### config.mk
export PLATFORM = sky130hd
export DESIGN_NAME = uart_word_tx
export DESIGN_NICKNAME = d
export VERILOG_FILES = /design/src/rtl/uart_word_tx.sv
export SDC_FILE = /design/constraint.sdc
export NUM_CORES = 1
export LEC_CHECK = 0
export CORE_MARGIN = 4
export CORE_UTILIZATION = 50
export DETAILED_ROUTE_END_ITERATION = 10
export GPL_TIMING_DRIVEN = 0
export PLACE_DENSITY = 0.82
export SYNTH_ARGS = -nofsm -noshare
export SYNTH_HDL_FRONTEND = slang
export SYNTH_SLANG_ARGS = --single-unit
### constraint.sdc
create_clock -name clk -period 4.8 [get_ports clk]
set_clock_uncertainty 0.05 [all_clocks]
set_input_delay 0.96 -clock clk [delete_from_list [all_inputs] [get_ports clk]]
set_output_delay 0.96 -clock clk [all_outputs]
set_load 0.02 [all_outputs]
### src/rtl/uart_word_tx.sv
// uart_word_tx: serialises a WORD_BYTES-wide word MSB-first through a UART byte transmitter.
// Latency: first tx_start 1 cycle after accept, next tx_start 1 cycle after each tx_done_tick, done_tick 1 cycle after the last.
// Backpressure: word_ready only in IDLE; word_valid is ignored while busy and upstream holds the word.
// Optional: define UART_WORD_TX_CHECKSUM_EN to append one XOR-of-all-data-bytes checksum byte.
module uart_word_tx #(
  parameter int WORD_BYTES = 4
) (
  input  logic                    clk,
  input  logic                    rst_n,
  input  logic                    word_valid,
  input  logic [8*WORD_BYTES-1:0] word_data,
  output logic                    word_ready,
  output logic                    tx_start,
  output logic [7:0]              tx_data,
  input  logic                    tx_done_tick,
  output logic                    busy,
  output logic                    done_tick
);

  localparam int W  = 8 * WORD_BYTES;
  localparam int IW = $clog2(WORD_BYTES + 1);

  typedef enum logic [1:0] {
    IDLE   = 2'd0,
    SEND   = 2'd1,
    WAIT   = 2'd2,
    FINISH = 2'd3
  } state_t;

  state_t        state;
  logic [W-1:0]  shift_buf;
  logic [IW-1:0] idx;
  logic [W-1:0]  buf_shift;
  logic [IW-1:0] idx_inc;
  logic          last_data;

`ifdef UART_WORD_TX_CHECKSUM_EN
  // Running XOR of data bytes already handed to the transmitter.
  logic [7:0] csum;
  // Set once the checksum byte itself is in flight.
  logic       csum_sent;
`endif

  assign word_ready = (state == IDLE);
  assign busy       = (state != IDLE);

  // Next buffer contents and byte count after the current byte completes.
  always_comb begin
    buf_shift = shift_buf << 8;
    idx_inc   = idx + IW'(1);
    last_data = (idx_inc == IW'(WORD_BYTES));
  end

  // Word FSM; tx_start/tx_data/done_tick are registered so the transmitter sees clean levels.
  always_ff @(posedge clk or negedge rst_n) begin
    if (!rst_n) begin
      state     <= IDLE;
      tx_start  <= 1'b0;
      tx_data   <= 8'h00;
      done_tick <= 1'b0;
      shift_buf <= '0;
      idx       <= '0;
`ifdef UART_WORD_TX_CHECKSUM_EN
      csum      <= 8'h00;
      csum_sent <= 1'b0;
`endif
    end else begin
      tx_start  <= 1'b0;
      done_tick <= 1'b0;
      case (state)
        IDLE: begin
          if (word_valid) begin
            // The first byte is loaded here so tx_start lands in the SEND cycle.
            shift_buf <= word_data;
            idx       <= '0;
            tx_data   <= word_data[W-1 -: 8];
            tx_start  <= 1'b1;
            state     <= SEND;
`ifdef UART_WORD_TX_CHECKSUM_EN
            csum      <= 8'h00;
            csum_sent <= 1'b0;
`endif
          end
        end
        SEND: begin
          state <= WAIT;
        end
        WAIT: begin
          if (tx_done_tick) begin
`ifdef UART_WORD_TX_CHECKSUM_EN
            if (csum_sent) begin
              state     <= FINISH;
              done_tick <= 1'b1;
            end else begin
              shift_buf <= buf_shift;
              idx       <= idx_inc;
              csum      <= csum ^ tx_data;
              tx_start  <= 1'b1;
              state     <= SEND;
              if (last_data) begin
                tx_data   <= csum ^ tx_data;
                csum_sent <= 1'b1;
              end else begin
                tx_data <= buf_shift[W-1 -: 8];
              end
            end
`else
            shift_buf <= buf_shift;
            idx       <= idx_inc;
            if (last_data) begin
              state     <= FINISH;
              done_tick <= 1'b1;
            end else begin
              tx_data  <= buf_shift[W-1 -: 8];
              tx_start <= 1'b1;
              state    <= SEND;
            end
`endif
          end
        end
        FINISH: begin
          state <= IDLE;
        end
        default: begin
          state <= IDLE;
        end
      endcase
    end
  end

endmodule

# Yosys cells after proc, flatten, opt, wreduce, memory -nomap -nowiden
# Index checks and enable logic that the tools add are counted.
[op_classes]
add_sub_neg = 1
n_eq_ne = 7
muxes = 21
reduce_logical = 6
[op_table]
columns = ["op", "n"]
rows = [
  ["24-bit two-way mux", 2],
  ["24-bit one-hot mux with 2 select lines", 1],
  ["8-bit two-way mux", 3],
  ["8-bit one-hot mux with 2 select lines", 1],
  ["2-bit one-hot mux with 4 select lines", 1],
  ["1-bit two-way mux", 6],
  ["2-bit two-way mux", 3],
  ["3-bit two-way mux", 2],
  ["2-bit inequality test (second input constant)", 3],
  ["3-bit one-hot mux with 2 select lines", 1],
  ["2-bit equality test (second input constant)", 2],
  ["4-bit AND reduction", 1],
  ["2-bit nonzero test", 2],
  ["3-bit by 1-bit adder with 3-bit output (second input constant)", 1],
  ["3-bit equality test (second input constant)", 1],
  ["3-bit AND reduction", 1],
  ["2-bit by 1-bit equality test with 1-bit output (second input constant)", 1],
  ["2-bit logical NOT", 1],
  ["1-bit one-hot mux with 2 select lines", 1],
  ["2-bit AND reduction", 1],
]
[totals]
reg_bits = 39
inputBits = 36
out_inout_bits = 12
word_cells = 41

# Longest topological paths before layout
[depth]
depth_word = 5
mapped_depth = 5
mapped_depth_nobuf = 5

# Worst setup path before layout
# OpenSTA, ideal clock, no wires.
[synth_path]
path_type = "in2reg"
startpoint = "in tx_done_tick"
endpoint = "reg shift_buf[10]"
setup_ns = 0.125
arrival_time_ns = 1.874
required_time_ns = 4.625
path_slack_ns = 2.751
cell_stages = 4
path_buffers = 1
path_cell_list = "nand2_1 -> a21oi_4 -> buf_4 -> mux2_2"
[synth_between]
elab_chain_len = 2
[synth_rtl]
columns = ["item", "line_no", "source"]
rows = [
  ["start, declared", "15", "input logic tx_done_tick,"],
  ["2-bit inequality test (no source line)", "--", ""],
  ["3-bit AND reduction (no source line)", "--", ""],
  ["end signal, assigned", "74", "shift_buf <= word_data;"],
  ["end signal, assigned", "108", "shift_buf <= buf_shift;"],
  ["end, declared", "31", "logic [W-1:0] shift_buf;"],
]
# Every way passes these cells.
# A chain may end at the register's enable or synchronous reset.

# Worst setup path after layout
# Same ends and word-level chain as after synthesis.

==> flow_metrics.py <==
metrics = {
    "synth": {
        "yosysTopAreaCellShare_pct": 49.0,
        "ys_warn_count": 0,
        "seq_area_frac_synth_pct": 49.0,
        "synth_area_per_cell_um2": 15.1,
        "syn_inst": 132,
        "synth_adder_area_share_pct": 1.26,
        "synth_compound_area_share_pct": 2.83,
        "synthSimpleGateAreaFrac_pct": 5.53,
        "synth_area_leaders": "dfrtp_1 49%, mux2_4 23%, mux2_2 14%, nor2b_1 1.6%, and2b_2 1.3%",
        "ys_types": 23,
        "yosys_register_bits": 39,
        "synth_top_family_by_area": "multiplexers",
        "netlist_area_um2": 1990,
        "synthMuxAreaShare_pct": 37.5,
        "synth_area_leader_cell": "dfrtp_1",
        "syn_nets": 170,
        "synthXorXnorAreaFrac_pct": 0,
    },
    "clock_network": {
        "clock_sinks": 39,
        "cts_buffers": 5,
        "clkLatencyLatePin_ps": 290,
        "post_cts_buffers": 0,
        "hold_buffers": 0,
        "ctsLongestPathBuffers": 2,
        "cts_root_buf": "clkbuf_8",
        "cts.repair.resized": 0,
        "path_clk_slew_ps": 70,
        "cts_max_level": 2,
        "cts_tree": "done",
    },
    "global_routing": {
        "antenna_found_initial": 0,
        "grt_pass1_wl_mm": 6.21,
        "grt_usage_pct": 16.0,
        "grt_overflow": 0,
        "grt_max_degree": 40,
        "first_global_vias": 1335,
    },
    "run": {
        "maxCapViolations": 0,
    },
    "final_layout": {
        "drive_above_1_share_pct": 40.5,
        "layout_commonest_cell": "clkdlybuf4s50_1",
        "final_cell_mix": "46 x clkdlybuf4s50_1, 39 x dfrtp_1, 31 x mux2_4",
        "antenna_cells": 0,
        "nets": 224,
        "area_growth_pct": 30.0,
    },
    "route": {
        "post_drt_wl_per_cell_um": 15.8,
        "vias_per_cell": 5.15,
        "wirelength_mm": 3.67,
        "drc": 0,
        "antenna_left": 0,
        "drtIter0Drc": 46,
        "vias": 1199,
        "first_pass_iters": 3,
    },
    "placement": {
        "place_hpwl_mm": 2.73,
        "numPortBuffers": 47,
        "dpl_worst_slack_ps": 1910,
        "gp_congestion": 0.766,
    },
    "sta": {
        "tightest_slew_ps": 863,
        "rsz0062_at_grt": "no",
        "slew_violations": 0,
        "max_freq_mhz": 387,
        "hold_viol": 0,
        "tns_ps": 0,
        "finalSetupViolations": 0,
        "finalWorstSetupSlack_ps": 2220,
        "slew_headroom_pct": 42.5,
        "finalWorstPathRequiredPeriod_ps": 2580,
        "finalCritPeriodShare_pct": 53.8,
    },
    "die": {
        "initial_core_util_pct": 53.2,
        "ios": 48,
        "num_rows": 22,
        "core_um2": 3740,
        "dieHeight_um": 71.1,
        "die_width_um": 71.1,
        "design.die.area_um2": 5050,
    },
    "setup_path": {
        "worstReg2RegStart": "idx[0]",
        "crit_fanout": 10,
        "cp.arrival_ps": 2700,
        "reg2reg_depth": 5,
        "cp-start-kind": "input pin",
        "r2r_end": "tx_data[2]",
        "crit_path_end_kind": "flop",
        "worstSetupPathType": "in2reg",
        "cp.required_ps": 4920,
        "reg2reg_setup_slack_ps": 2760,
    },
    "min_path": {
        "whs_endpoint": "idx[0]",
        "worstHoldStart": "idx[0]",
        "min_path_type": "reg2reg",
        "min_path_cells": 1,
    },
    "power_and_ir_drop": {
        "power.leakage_nw": 1.15,
        "power_density_nw_per_um2": 618,
        "p_switching_mw": 0.508,
        "seq_power_share_pct": 36.6,
        "clkPwrFrac_pct": 12.5,
        "intPower_mw": 1.09,
        "combPwrFrac_pct": 50.9,
        "max-vdd-ir-drop_mv": 0.274,
        "p_sw_share_pct": 31.8,
    },
    "run_status": {
        "status": "finished clean",
    },
}
[layout make-up]
type                    count  area (um^2)
repair buffers             47          465
inverters                   5         18.8
clock buffers               6         72.6
flip-flops and latches     39          976
multi-input cells          82          938
well taps                  48         60.1
fillers                   274         1150
plain buffers               6         57.6
[power groups by stage]
stage / logic [mW] / clock network, mW / registers, mW
4_1_cts: 0.825 / 0.207 / 0.586
3_3_place_gp: 0.794 / 0 / 0.578
6_report: 0.814 / 0.200 / 0.585
3_5_place_dp: 0.823 / 0 / 0.592
5_1_grt: 0.867 / 0.222 / 0.606
2_1_floorplan: 0.561 / 0 / 0.612
[cells in the mapped netlist]
master,instances
a21oi_1,2
a21oi_2,1
a21oi_4,1
and2b_2,3
and3_1,1
buf_4,2
buf_6,2
buf_8,1
clkbuf_2,1
dfrtp_1,39
ha_1,2
inv_1,5
mux2_2,25
mux2_4,31
nand2_1,2
nand2b_4,1
nand3_1,1
nand3b_1,1
nor2_1,1
nor2b_1,5
nor2b_2,1
o21ai_0,3
o22ai_1,1
[worst max-delay path: stages]
cell             delay (ps)
clkdlybuf4s50_1         590
nand2_1                 130
a21oi_4                 370
buf_4                   290
mux2_2                  360
[metal layers]
layer | GRT usage [%] | part of all wire (%)
met5 | 0 | 0
met4 | 7.10 | 0.93
met3 | 3.84 | 5.3
met2 | 26.8 | 52
met1 | 19.7 | 42
[stage by stage]
stage	total power, mW	area (um^2)	std cells	util [%]	hold slack (ps)
after floorplan	1.17	1990	132	-	397
after global placement	1.37	2520	227	67.3	409
after detailed placement	1.42	2520	227	67.2	419
after CTS	1.62	2590	233	69.2	428
after global routing	1.70	2590	233	69.2	445
final	1.60	2590	233	69.2	429
[worst max-delay path by stage]
stage,start,to,depth (start not counted)
after floorplan,tx_done_tick,shift_buf[10],4
after global placement,rst_n,tx_start,1
after detailed placement,tx_done_tick,shift_buf[9],5
after CTS,state[0],busy,3
after global routing,tx_done_tick,shift_buf[12],5
final,tx_done_tick,shift_buf[10],5
[state kept, by name, indices dropped and copies added, names as in the netlist]
register,cells
tx_data,8
shift_buf,24
idx,3
done_tick,1
state,2
tx_start,1
[cell families (layout without fill, tap and decap cells)]
logic type / Yosys count / in the layout
adder cells (fa/ha/maj): 2 / 2
flip-flops: 39 / 39
AND/OR/NAND/NOR: 16 / 16
multiplexers: 56 / 56
AO/OA/AOI/OAI: 8 / 8
buffers and inverters: 11 / 64
No activity file was read; power rests on OpenSTA's default activity.
